File: src/rtl/vita_tx_err_reporter_pkg.sv
// Shared types and constants for the TX VITA error/ack reporter: FSM encoding,
// packet word layout and the fifo36 framing bit positions.
package vita_tx_err_reporter_pkg;

   localparam int unsigned W_HDR    = 0;
   localparam int unsigned W_SID    = 1;
   localparam int unsigned W_TSI_HI = 2;
   localparam int unsigned W_TSF_LO = 3;
   localparam int unsigned W_CODE   = 4;

   localparam int unsigned SOF_BIT = 32;
   localparam int unsigned EOF_BIT = 33;

   localparam logic [1:0]  TSI_NONE    = 2'b00;
   localparam logic [1:0]  TSF_SAMPLES = 2'b01;
   localparam logic [15:0] PKT_LEN     = 16'd5;

   // Non-idle states share their encoding with the word index they emit.
   typedef enum logic [2:0] {
      ST_HDR    = 3'(W_HDR),
      ST_SID    = 3'(W_SID),
      ST_TSI_HI = 3'(W_TSI_HI),
      ST_TSF_LO = 3'(W_TSF_LO),
      ST_CODE   = 3'(W_CODE),
      ST_IDLE   = 3'd7
   } state_e;

   typedef struct packed {
      logic [31:0] code;
      logic [63:0] vtime;
      logic [31:0] sid;
   } err_evt_t;

   function automatic logic [35:0] fmt_word(input state_e st, input err_evt_t ev,
                                            input logic [3:0] ptype, input logic [3:0] cnt);
      logic [35:0] w;
      w = '0;
      case (st)
         ST_HDR: begin
            w[31:0]     = {ptype, 4'h0, TSI_NONE, TSF_SAMPLES, cnt, PKT_LEN};
            w[SOF_BIT]  = 1'b1;
         end
         ST_SID:    w[31:0] = ev.sid;
         ST_TSI_HI: w[31:0] = ev.vtime[63:32];
         ST_TSF_LO: w[31:0] = ev.vtime[31:0];
         ST_CODE: begin
            w[31:0]     = ev.code;
            w[EOF_BIT]  = 1'b1;
         end
         default:   w = '0;
      endcase
      return w;
   endfunction

endpackage

File: src/rtl/vita_tx_err_reporter_slot.sv
// One event holding register with a valid bit; a load in the same cycle as a
// take (or clear) wins, so the slot can be refilled while it is being emptied.
module vita_err_event_slot
   import vita_tx_err_reporter_pkg::*;
(
   input  logic     clk,
   input  logic     reset,
   input  logic     clear_i,
   input  logic     load_i,
   input  logic     take_i,
   input  err_evt_t evt_i,
   output err_evt_t evt_o,
   output logic     valid_o
);

   err_evt_t evt_q;
   logic     valid_q;

   always_ff @(posedge clk) begin
      if (reset) begin
         evt_q   <= '0;
         valid_q <= 1'b0;
      end else if (load_i) begin
         evt_q   <= evt_i;
         valid_q <= 1'b1;
      end else if (take_i || clear_i) begin
         valid_q <= 1'b0;
      end
   end

   assign evt_o   = evt_q;
   assign valid_o = valid_q;

endmodule

File: src/rtl/vita_tx_err_reporter.sv
// Turns TX VITA error/ack pulses into 5-word extension-context packets on a
// fifo36 stream, with a one-deep pending slot and a saturating drop counter.
module vita_tx_err_reporter
   import vita_tx_err_reporter_pkg::*;
#(
   parameter logic [31:0] SID_DEFAULT = 32'h0,
   parameter logic [3:0]  PKT_TYPE    = 4'h5
)(
   input  logic        clk,
   input  logic        reset,
   input  logic        clear,
   input  logic        error,
   input  logic        ack,
   input  logic [31:0] error_code,
   input  logic [63:0] vita_time,
   input  logic [31:0] sid,
   input  logic        sid_valid,
   output logic [35:0] o_data,
   output logic        o_src_rdy,
   input  logic        o_dst_rdy,
   output logic [15:0] dropped,
   output logic        busy
);

   state_e      state_q, state_d;
   logic [3:0]  pkt_cnt_q, pkt_cnt_d;
   logic [15:0] dropped_q, dropped_d;
   logic [35:0] o_data_q, o_data_d;

   err_evt_t evt_rec, act_q, pend_q, act_load_data, act_next;
   logic     act_valid, pend_valid;
   logic     act_load, act_take, pend_load, pend_take;
   logic     evt, accept, last_accept, pend_live, drop_evt;

   vita_err_event_slot u_active (
      .clk     (clk),
      .reset   (reset),
      .clear_i (1'b0),
      .load_i  (act_load),
      .take_i  (act_take),
      .evt_i   (act_load_data),
      .evt_o   (act_q),
      .valid_o (act_valid)
   );

   vita_err_event_slot u_pending (
      .clk     (clk),
      .reset   (reset),
      .clear_i (clear),
      .load_i  (pend_load),
      .take_i  (pend_take),
      .evt_i   (evt_rec),
      .evt_o   (pend_q),
      .valid_o (pend_valid)
   );

   always_comb begin
      evt           = (error | ack) & ~clear;
      evt_rec.code  = error_code;
      evt_rec.vtime = vita_time;
      evt_rec.sid   = sid_valid ? sid : SID_DEFAULT;
      pend_live     = pend_valid & ~clear;
      accept        = (state_q != ST_IDLE) & o_dst_rdy;
      last_accept   = (state_q == ST_CODE) & o_dst_rdy;

      state_d       = state_q;
      act_load      = 1'b0;
      act_take      = 1'b0;
      act_load_data = evt_rec;
      pend_load     = 1'b0;
      pend_take     = 1'b0;
      drop_evt      = 1'b0;

      if (state_q == ST_IDLE) begin
         // A held pending event goes first; a same-cycle new event refills pending.
         if (pend_live) begin
            act_load      = 1'b1;
            act_load_data = pend_q;
            pend_take     = 1'b1;
            pend_load     = evt;
            state_d       = ST_HDR;
         end else if (evt) begin
            act_load = 1'b1;
            state_d  = ST_HDR;
         end
      end else begin
         if (evt) begin
            if (pend_live) drop_evt  = 1'b1;
            else           pend_load = 1'b1;
         end
         if (accept) begin
            case (state_q)
               ST_HDR:    state_d = ST_SID;
               ST_SID:    state_d = ST_TSI_HI;
               ST_TSI_HI: state_d = ST_TSF_LO;
               ST_TSF_LO: state_d = ST_CODE;
               default:   state_d = state_q;
            endcase
         end
         if (last_accept) begin
            if (pend_live) begin
               act_load      = 1'b1;
               act_load_data = pend_q;
               pend_take     = 1'b1;
               state_d       = ST_HDR;
            end else begin
               act_take = 1'b1;
               state_d  = ST_IDLE;
            end
         end
      end

      pkt_cnt_d = pkt_cnt_q;
      if (clear)            pkt_cnt_d = '0;
      else if (last_accept) pkt_cnt_d = pkt_cnt_q + 4'd1;

      dropped_d = dropped_q;
      if (clear)                            dropped_d = '0;
      else if (drop_evt && dropped_q != '1) dropped_d = dropped_q + 16'd1;

      // Output word is registered from the next state so it stays frozen until accepted.
      act_next = act_load ? act_load_data : act_q;
      if (state_q != ST_IDLE && !o_dst_rdy) o_data_d = o_data_q;
      else                                  o_data_d = fmt_word(state_d, act_next, PKT_TYPE, pkt_cnt_d);
   end

   always_ff @(posedge clk) begin
      if (reset) begin
         state_q   <= ST_IDLE;
         pkt_cnt_q <= '0;
         dropped_q <= '0;
         o_data_q  <= '0;
      end else begin
         state_q   <= state_d;
         pkt_cnt_q <= pkt_cnt_d;
         dropped_q <= dropped_d;
         o_data_q  <= o_data_d;
      end
   end

   assign o_data    = o_data_q;
   assign o_src_rdy = (state_q != ST_IDLE);
   assign dropped   = dropped_q;
   assign busy      = act_valid | pend_valid;

endmodule

File: config.mk
export PLATFORM = sky130hd
export DESIGN_NAME = vita_tx_err_reporter
export DESIGN_NICKNAME = d
export VERILOG_FILES = /design/src/rtl/vita_tx_err_reporter_pkg.sv /design/src/rtl/vita_tx_err_reporter_slot.sv /design/src/rtl/vita_tx_err_reporter.sv
export SDC_FILE = /design/constraint.sdc
export NUM_CORES = 1
export LEC_CHECK = 0
export BUFFER_PORTS_ARGS = -buffer_cell sky130_fd_sc_hd__buf_2
export CORE_UTILIZATION = 60
export DETAILED_ROUTE_END_ITERATION = 8
export GPL_TIMING_DRIVEN = 0
export PLACE_DENSITY = 0.86
export REMOVE_ABC_BUFFERS = 1
export SKIP_CTS_REPAIR_TIMING = 1
export SYNTH_ARGS = -nofsm -noshare
export SYNTH_HDL_FRONTEND = slang
export SYNTH_SLANG_ARGS = --single-unit
File: constraint.sdc
create_clock -name clk -period 4 [get_ports clk]
set_input_delay 0.8 -clock clk [delete_from_list [all_inputs] [get_ports clk]]
set_output_delay 0.8 -clock clk [all_outputs]
set_load 0.1 [all_outputs]
Yosys cells after proc, flatten, opt, wreduce, memory -nomap -nowiden
Cells that the tools add are included.

Bits in registers: 315. Input port bits: 135. Output and inout bits: 54.

$add $sub $neg: 2. Eq/ne operators: 11. Muxes and demuxes: 35. Bitwise operators: 7. Reduce and logical (&&, ||, !) cells: 9.

Operator list (number): $mux 128 (4); $pmux 32 s5 (1); $mux 32 (1); $mux 1 (20); $mux 3 (6); $add 16x1->16 const B (1); $ne 16x16->1 const B (1); $eq 3x2->1 const B (4); $pmux 3 s4 (1); $eq 3x3->1 const B (3); $mux 4 (2); $eq 3x1->1 const B (2); $logic_not 3->1 (2); $add 4x1->4 const B (1); $and 1x1->1 (4); $reduce_bool 2->1 (2); $ne 3x3->1 const B (1); $logic_and 1x1->1 (2); $or 1x1->1 (2); $reduce_or 2->1 (1); $logic_not 1->1 (1); $logic_or 1x1->1 (1); $not 1->1 (1).

Depth between registers and ports, before layout
Gate-level depths: netlist (run 1).

Depth in word-level cells: 8. Mapped depth: 10.

Hierarchy
From an unflattened synthesis (run 1), not the netlist that was laid out.

Cells, all modules: 1952. Area total of the unflattened synthesis: 15921.5 um^2.

Modules (own cells, without submodules): vita_err_event_slot (times used 2, cells an instance 417, area an instance 4678.2 um^2, seq. area each 2582.5 um^2); vita_tx_err_reporter (times used 1, cells an instance 1118, area an instance 6565.0 um^2, seq. area each 1141.1 um^2).

Least setup slack after synthesis (run 1)
No wires, ideal clock.

Kind: reg2reg. Start: reg dropped_q[0], in the netlist dropped[0]. End: reg dropped_q[7], in the netlist dropped[7]. Setup time: 0.128 ns. Data arrival time: 2.534 ns. Data required time: 3.872 ns. Setup slack: 1.338 ns. Cell stages (with the launch flop): 9. Buffers on the path: 2. Period minus slack after synthesis: 2.662 ns. Path through: dfxtp_1 -> ha_1 -> clkbuf_1 -> nand3_1 -> or4_1 -> clkbuf_1 -> nand4_1 -> xor2_1 -> nor2_1.

Cells in the longest elaborated chain, start to end: 2. Elaborated cells between the ends (all ways): 3.

RTL lines: start: declaration (RTL line vita_tx_err_reporter.sv:27) `logic [15:0] dropped_q, dropped_d;`; start signal: assignment (RTL line vita_tx_err_reporter.sv:136) `dropped_q <= dropped_d;`; parallel branches: the longest is 2 deep, another holds $add 16x1->16.

Several ways; the timed one is not identified. A chain may end at the register's enable or synchronous reset.

Worst setup path after layout (run 1)
Start: reg state_q[0]. End: reg o_data_q[18], in the netlist o_data[18].

Cells in the longest elaborated chain, start to end: 7. Elaborated cells between the ends (all ways): 29.

RTL lines: start: declaration (RTL line vita_tx_err_reporter.sv:25) `state_e state_q, state_d;`; start signal: assignment (RTL line vita_tx_err_reporter.sv:134) `state_q <= state_d;`; $eq 3x2->1 (tied with other cells) (RTL line vita_tx_err_reporter.sv:92) `case (state_q)`; $pmux 3 s4 or $and 1x1->1 (tied branches) (RTL line vita_tx_err_reporter.sv:92, vita_tx_err_reporter.sv:63); $mux 3 (RTL line vita_tx_err_reporter.sv:91) `if (accept) begin`; $mux 3 (RTL line vita_tx_err_reporter.sv:100) `if (last_accept) begin`; $mux 3 (RTL line vita_tx_err_reporter.sv:74) `if (state_q == ST_IDLE) begin`; $eq 3x3->1 (tied with other cells) (RTL line vita_tx_err_reporter_pkg.sv:38) `case (st)`; $pmux 32 s5 (RTL line vita_tx_err_reporter_pkg.sv:38); end signal: assignment (RTL line vita_tx_err_reporter.sv:137) `o_data_q <= o_data_d;`; end: declaration (RTL line vita_tx_err_reporter.sv:28) `logic [35:0] o_data_q, o_data_d;`.

Parallel ways exist; a longest one is shown, timed or not.

==> reports/qor.txt, run 1 <==
outcome: finished, final reports clean
Post-Synthesis Cells: 1783
Clock power frac: 0.353
remaining antenna violation count: 0
Crit path required time: 4390 ps
WL/cell: 19.9 um
placement-stage cell area: 15400 um^2
Post-synth EDFFs: 0
Cells after DPL: 2145
Fin Clk Skew: 30.9 ps
mapped cell area: 14100 um^2
combinational share of power: 0.220
Switching Fraction: 0.320
TritonCTS buffer count: 34
routed vias: 14300
Final Hold Fails: 0
largest net degree at the start of global routing: 111
worst hold path depth: 2
Area Overhead vs Synth: 16.4%
Flop pwr share: 0.427
top cell type's share of synthesized area: 0.447
register bit count reported by yosys: 315
met2 wire len: 20400 um
Reg-to-Reg Start: state_q[0]
PD cells: 510 nW/um^2
Net count, final: 2006
die width: 155 um
Worst Hold Class: flop to flop
die area: 24100 um^2
total chip power: 0.00838 W
Main synth FF type: dfxtp_1
worst slew pin tran: 1290 ps
Fin Setup TNS: 0 ps
relative slew slack: 0.141
DR pass1 iterations: 6
initial core utilization: 0.618
Leak: 6.28 nW
setup slack, reg-to-reg: 330 ps
critical path fanouts, max: 33
Setup violations, final: 0
DRT met1 WL: 17400 um
max-capacitance violation count: 0
Peak VDD IR: 0.396 mV
FFs w/ async S/R, synth: 0
hpwl dp: 26500 um
Worst R2R End: o_data[18]
Vias/cell: 6.46
Reg clk slew, reported paths: 60 ps
syn avg cell area: 7.91 um^2
Worst Reg-to-Reg Cells: 6
CP Class: flop to flop
WL final: 44100 um
clock sinks: 315
first-pass GRT wire length: 69800 um
non-filler cells, final: 2218
Global Route Usage Sum: 0.357
layout cell share with drive strength beyond 1: 0.160
crit path launch type: flop
design area: 16400 um^2
register area share after synthesis: 0.447
FP Rows: 55
Port Buffers: 186
Psw: 0.00269 W
latest clock arrival within the worst-skew pair: 530 ps
fin crit share: 0.918
Die H: 155 um
GR Overflow Total: 0
CTS Buffer Depth: 3
worst hold slack: 449 ps
core region area: 22800 um^2
Crit. End Element: flop
RSZ-0062 raised after global routing: no
CP arrival: 4060 ps
initial antenna violation count: 14
Hold EP: u_pending.evt_o[26]
drt drc: 0
hold_sp: u_pending.evt_o[26]
CTS tree: yes
drt initial violations: 1688
root buffer cell: clkbuf_16
# IOs: 189
H-tree Lvls: 2
fin. max-slew vios: 0
DR top layer: met5
Synth cell types: 81
Tmin final: 3670 ps
ranking of synthesized cells by area: dfxtp_1, nand2_1, nand3_1, o21ai_0, a21oi_1
placer congestion estimate: 0.882
vias in the first global route: 13900
Achievable Freq: 272 MHz
Pint: 0.00570 W
Syn. warnings: 0
post-synth top area cell: dfxtp_1
met3 wire length: 4610 um
-- worst max path at each step --
stage / endpoint / start / slack, ps
2_1_floorplan: u_pending.evt_o[0] / ack / -4350
3_3_place_gp: u_pending.evt_o[24] / ack / -15680
3_5_place_dp: o_data[16] / clear / -30
4_1_cts: o_data[16] / state_q[2] / 140
5_1_grt: o_data[18] / state_q[0] / 230
6_report: o_data[18] / state_q[0] / 330
-- stage by stage --
| stage | utilization | setup slack [ps] |
|---|---|---|
| after global routing | 0.718 | 235 |
| after global placement | 0.641 | -15680 |
| after detailed placement | 0.673 | -33.6 |
| after floorplan | - | -4350 |
| final | 0.719 | 327 |
| after CTS | 0.717 | 142 |
-- power by group through the flow --
stage	combinational, W	clock [W]	sequential (W)
6_report	0.00184	0.00296	0.00358
5_1_grt	0.00197	0.00310	0.00361
4_1_cts	0.00180	0.00297	0.00357
3_5_place_dp	0.00178	0	0.00364
3_3_place_gp	0.00174	0	0.00362
2_1_floorplan	0.00104	0	0.00370
-- area by class of cell --
class | count | area (um^2)
clock buffer | 48 | 965
sequential | 315 | 6310
clock inverter | 11 | 61.3
antenna | 13 | 32.5
multi-input combinational | 1291 | 7060
timing repair buffer | 219 | 1580
fill | 1767 | 6420
inverter | 8 | 30.0
tap | 313 | 392
-- flip-flops by register name (all words and copies together), names as in the netlist --
name / flops
u_active.valid_o: 1
u_pending.evt_o: 128
u_pending.valid_o: 1
dropped: 16
o_data: 34
u_active.evt_o: 128
pkt_cnt_q: 4
state_q: 3
-- per-layer routing --
layer	global-route usage	vias to the layer above
met2	0.579	830
met1	0.448	6828
met3	0.0727	140
li1	-	6523
met5	0	-
met4	0.187	6
-- critical path: stages, from the launching register on --
cell	delay [ps]
dfxtp_1	850
or3b_1	1040
a21oi_4	400
buf_12	290
a222oi_1	540
nor2_1	120
o31a_1	290
-- layout by cell type (no fill, tap or decap), drive strengths merged, types with 9 or more instances in the layout --
cell type,instances
dfxtp,315
nand2,289
buf,219
nand3,161
o21ai,157
a21oi,145
nor2,114
nand4,62
and2,59
clkbuf,48
a31oi,30
a211oi,29
nor3,26
a22oi,24
o2bb2ai,23
o21a,23
nor4,21
diode,13
xor2,10
xnor2,9
nand2b,9
clkinv,9
inv,9
-- cells in the mapped netlist, types with 10 or more instances --
cell type	n
clkbuf_1	84
xor2_1	10
nor4_1	20
nor2_1	114
dfxtp_1	315
nand4_1	62
buf_4	16
buf_2	63
nor3_1	23
a211oi_1	25
o21ai_0	154
nand3_1	160
o21a_1	23
nand2_1	288
a21oi_1	144
and2_1	59
a22oi_1	24
o2bb2ai_1	23
a31oi_1	30
-- kinds of logic (layout without fill, tap and decap cells) --
kind of cell	count (synthesis)	in the layout	share of synthesized area
AOI/OAI and AO/OA	488	488	0.214
xor gates and xnor gates	19	19	0.0118
adders and majority gates	2	2	0.00177
buffers and inverters	179	286	0.0590
DFF	315	315	0.447
muxes	2	2	0.00151
other	1	15	0.000266
and+or+nand+nor	777	778	0.265
(Power assumes the default switching activity.)
==> run 2, diff against run 1 <==
ABC_AREA = 1   (was unset)
PLACE_DENSITY = 0.85   (was 0.86)
==> run 2 against run 1 <==
Effect of this change: hold slack better by 4.1 ps; sequential power is 18% higher; clock power is 16% higher; critical endpoint is now o_data[7]; largest cell class unchanged; largest power group is now combinational logic; highest routed layer unchanged.
==> reports/qor.txt, run 2 <==
root buffer cell: clkbuf_16
CP Class: input port to flop
die area: 24400 um^2
placement-stage cell area: 15200 um^2
Synth cell types: 35
filler cell count: 1943
post-synth top area cell: dfxtp_1
PD cells: 769 nW/um^2
drt drc: 0
Achievable Freq: 265 MHz
Net count, final: 2332
CTS tree: yes
Pint: 0.00730 W
Synth top cells by count: nand2_1, nor2_1, dfxtp_1, nand3_1, o21ai_0
fin. max-slew vios: 0
Peak VDD IR: 0.549 mV
latest clock arrival within the worst-skew pair: 510 ps
Core Util, Final: 0.704
Area Overhead vs Synth: 15.4%
RSZ-0062 raised after global routing: no
GR Overflow Total: 0
initial antenna violation count: 5
placer congestion estimate: 0.842
relative slew slack: 0.324
worst slew pin tran: 1010 ps
Flop pwr share: 0.333
FFs w/ async S/R, synth: 0
first-pass GRT wire length: 63400 um
Setup violations, final: 0
register bit count reported by yosys: 315
Fin Clk Skew: 11.2 ps
non-filler cells, final: 2545
Vias/cell: 5.60
die width: 156 um
routed vias: 14200
Cells after DPL: 2475
design area: 16500 um^2
fin crit share: 0.943
final setup margin: 227 ps
initial core utilization: 0.611
Port Buffers: 186
worst hold slack: 453 ps
register area share after synthesis: 0.441
CTS Buffer Depth: 3
Reg clk slew, reported paths: 60 ps
vias in the first global route: 13200
clock sinks: 315
core region area: 23400 um^2
mapped cell area: 14300 um^2
Psw: 0.00538 W
drt initial violations: 1504
TritonCTS buffer count: 34
Post-synth EDFFs: 0
Clock power frac: 0.271
Crit path required time: 4440 ps
pre-CTS WS: -720 ps
FP Rows: 56
critical path fanouts, max: 121
Global Route Usage Sum: 0.322
crit path launch type: input port
Worst Hold Class: flop to flop
Leak: 7.59 nW
most common cell after layout, fill and taps aside: nand2_1
CP arrival: 4210 ps
DR pass1 iterations: 5
max-capacitance violation count: 0
WL/cell: 15.9 um
largest net degree at the start of global routing: 138
Post-Synthesis Cells: 2107
Syn. warnings: 0
syn avg cell area: 6.78 um^2
hpwl dp: 22000 um
outcome: finished, final reports clean
# IOs: 189
Die H: 156 um
remaining antenna violation count: 0
combinational share of power: 0.396
library cell with the highest instance count after synthesis: nand2_1
H-tree Lvls: 2
most frequent cells in the layout: nand2_1, nor2_1, dfxtp_1, nand3_1
Tmin final: 3770 ps
top cell type's share of synthesized area: 0.441
Main synth FF type: dfxtp_1
WL final: 40500 um
ranking of synthesized cells by area: dfxtp_1, nand2_1, nand3_1, nor2_1, o21ai_0
Final Hold Fails: 0
Crit. End Element: flop
layout cell share with drive strength beyond 1: 0.139
Switching Fraction: 0.424
## run 2: cell count changes after synthesis, sizes merged, moves of 23 or more
cell / before / now
a31oi: 30 / 0
and2: 59 / 0
a211oi: 29 / 1
o21a: 23 / 0
nand3: 161 / 249
nor2: 114 / 332
nand4: 62 / 16
o2bb2ai: 23 / 0
a22oi: 24 / 0
buf: 87 / 58
inv: 8 / 162
o21ai: 157 / 218
nand2: 289 / 484
## run 2: metal layers
metal | vias up | GRT usage | part of all wire
met1 | 6528 | 0.399 | 0.41
met4 | 4 | 0.142 | 0.036
li1 | 6971 | - | -
met5 | - | 0 | 0.00057
met3 | 119 | 0.0551 | 0.083
met2 | 621 | 0.548 | 0.47
## run 2: final cells by class
type	instances	area, um^2	share of cell area
antenna	5	12.5	0.000759
clock inverter	16	233	0.0141
sequential	315	6310	0.383
clock buffer	46	1000	0.0606
multi-input combinational	1488	6780	0.411
inverter	162	618	0.0375
tap	319	399	0.0242
timing repair buffer	194	1130	0.0688
## run 2: critical path: stages
cell and delay (ps):
buf_2 170, inv_2 90, nand2_1 290, inv_4 370, buf_12 310, nand2_8 270
buf_16 380, nand3_4 210, nand2_4 150, nor2_4 590, nand2_1 110, nand3_1 150
o21ai_1 80, a21oi_1 160
## run 2: final timing paths
check | start | endpoint | slack, ps | cells after the start
min | u_pending.evt_o[40] | u_pending.evt_o[40] | 450 | 2
min reg2reg | u_pending.evt_o[40] | u_pending.evt_o[40] | 450 | 2
max | clear | o_data[7] | 230 | 14
max reg2reg | state_q[1] | o_data[7] | 410 | 11
## run 2: per-stage QoR
step / total power (W) / TNS (ps)
2_1_floorplan: 0.00773 / -239160
3_3_place_gp: 0.00894 / -1212760
3_5_place_dp: 0.00910 / -26730
4_1_cts: 0.0125 / -5370
5_1_grt: 0.0134 / 0
6_report: 0.0127 / 0
## run 2: logic make-up (layout without fill, tap and decap cells)
group | after synthesis | count (layout) | synth area share
simple gates | 1124 | 1127 | 0.338
compound gates | 355 | 355 | 0.126
flops | 315 | 315 | 0.441
buf+inv | 308 | 418 | 0.0910
fa+ha+maj | 2 | 2 | 0.00175
xor+xnor | 2 | 2 | 0.00123
other cells | 1 | 7 | 0.000262
## run 2: power by group through the flow
stage	registers, W	logic, W	clock network [W]
finish	0.00423	0.00501	0.00343
global route	0.00430	0.00548	0.00358
CTS	0.00421	0.00487	0.00345
detailed placement	0.00427	0.00483	0
global placement	0.00424	0.00470	0
floorplan	0.00488	0.00285	0
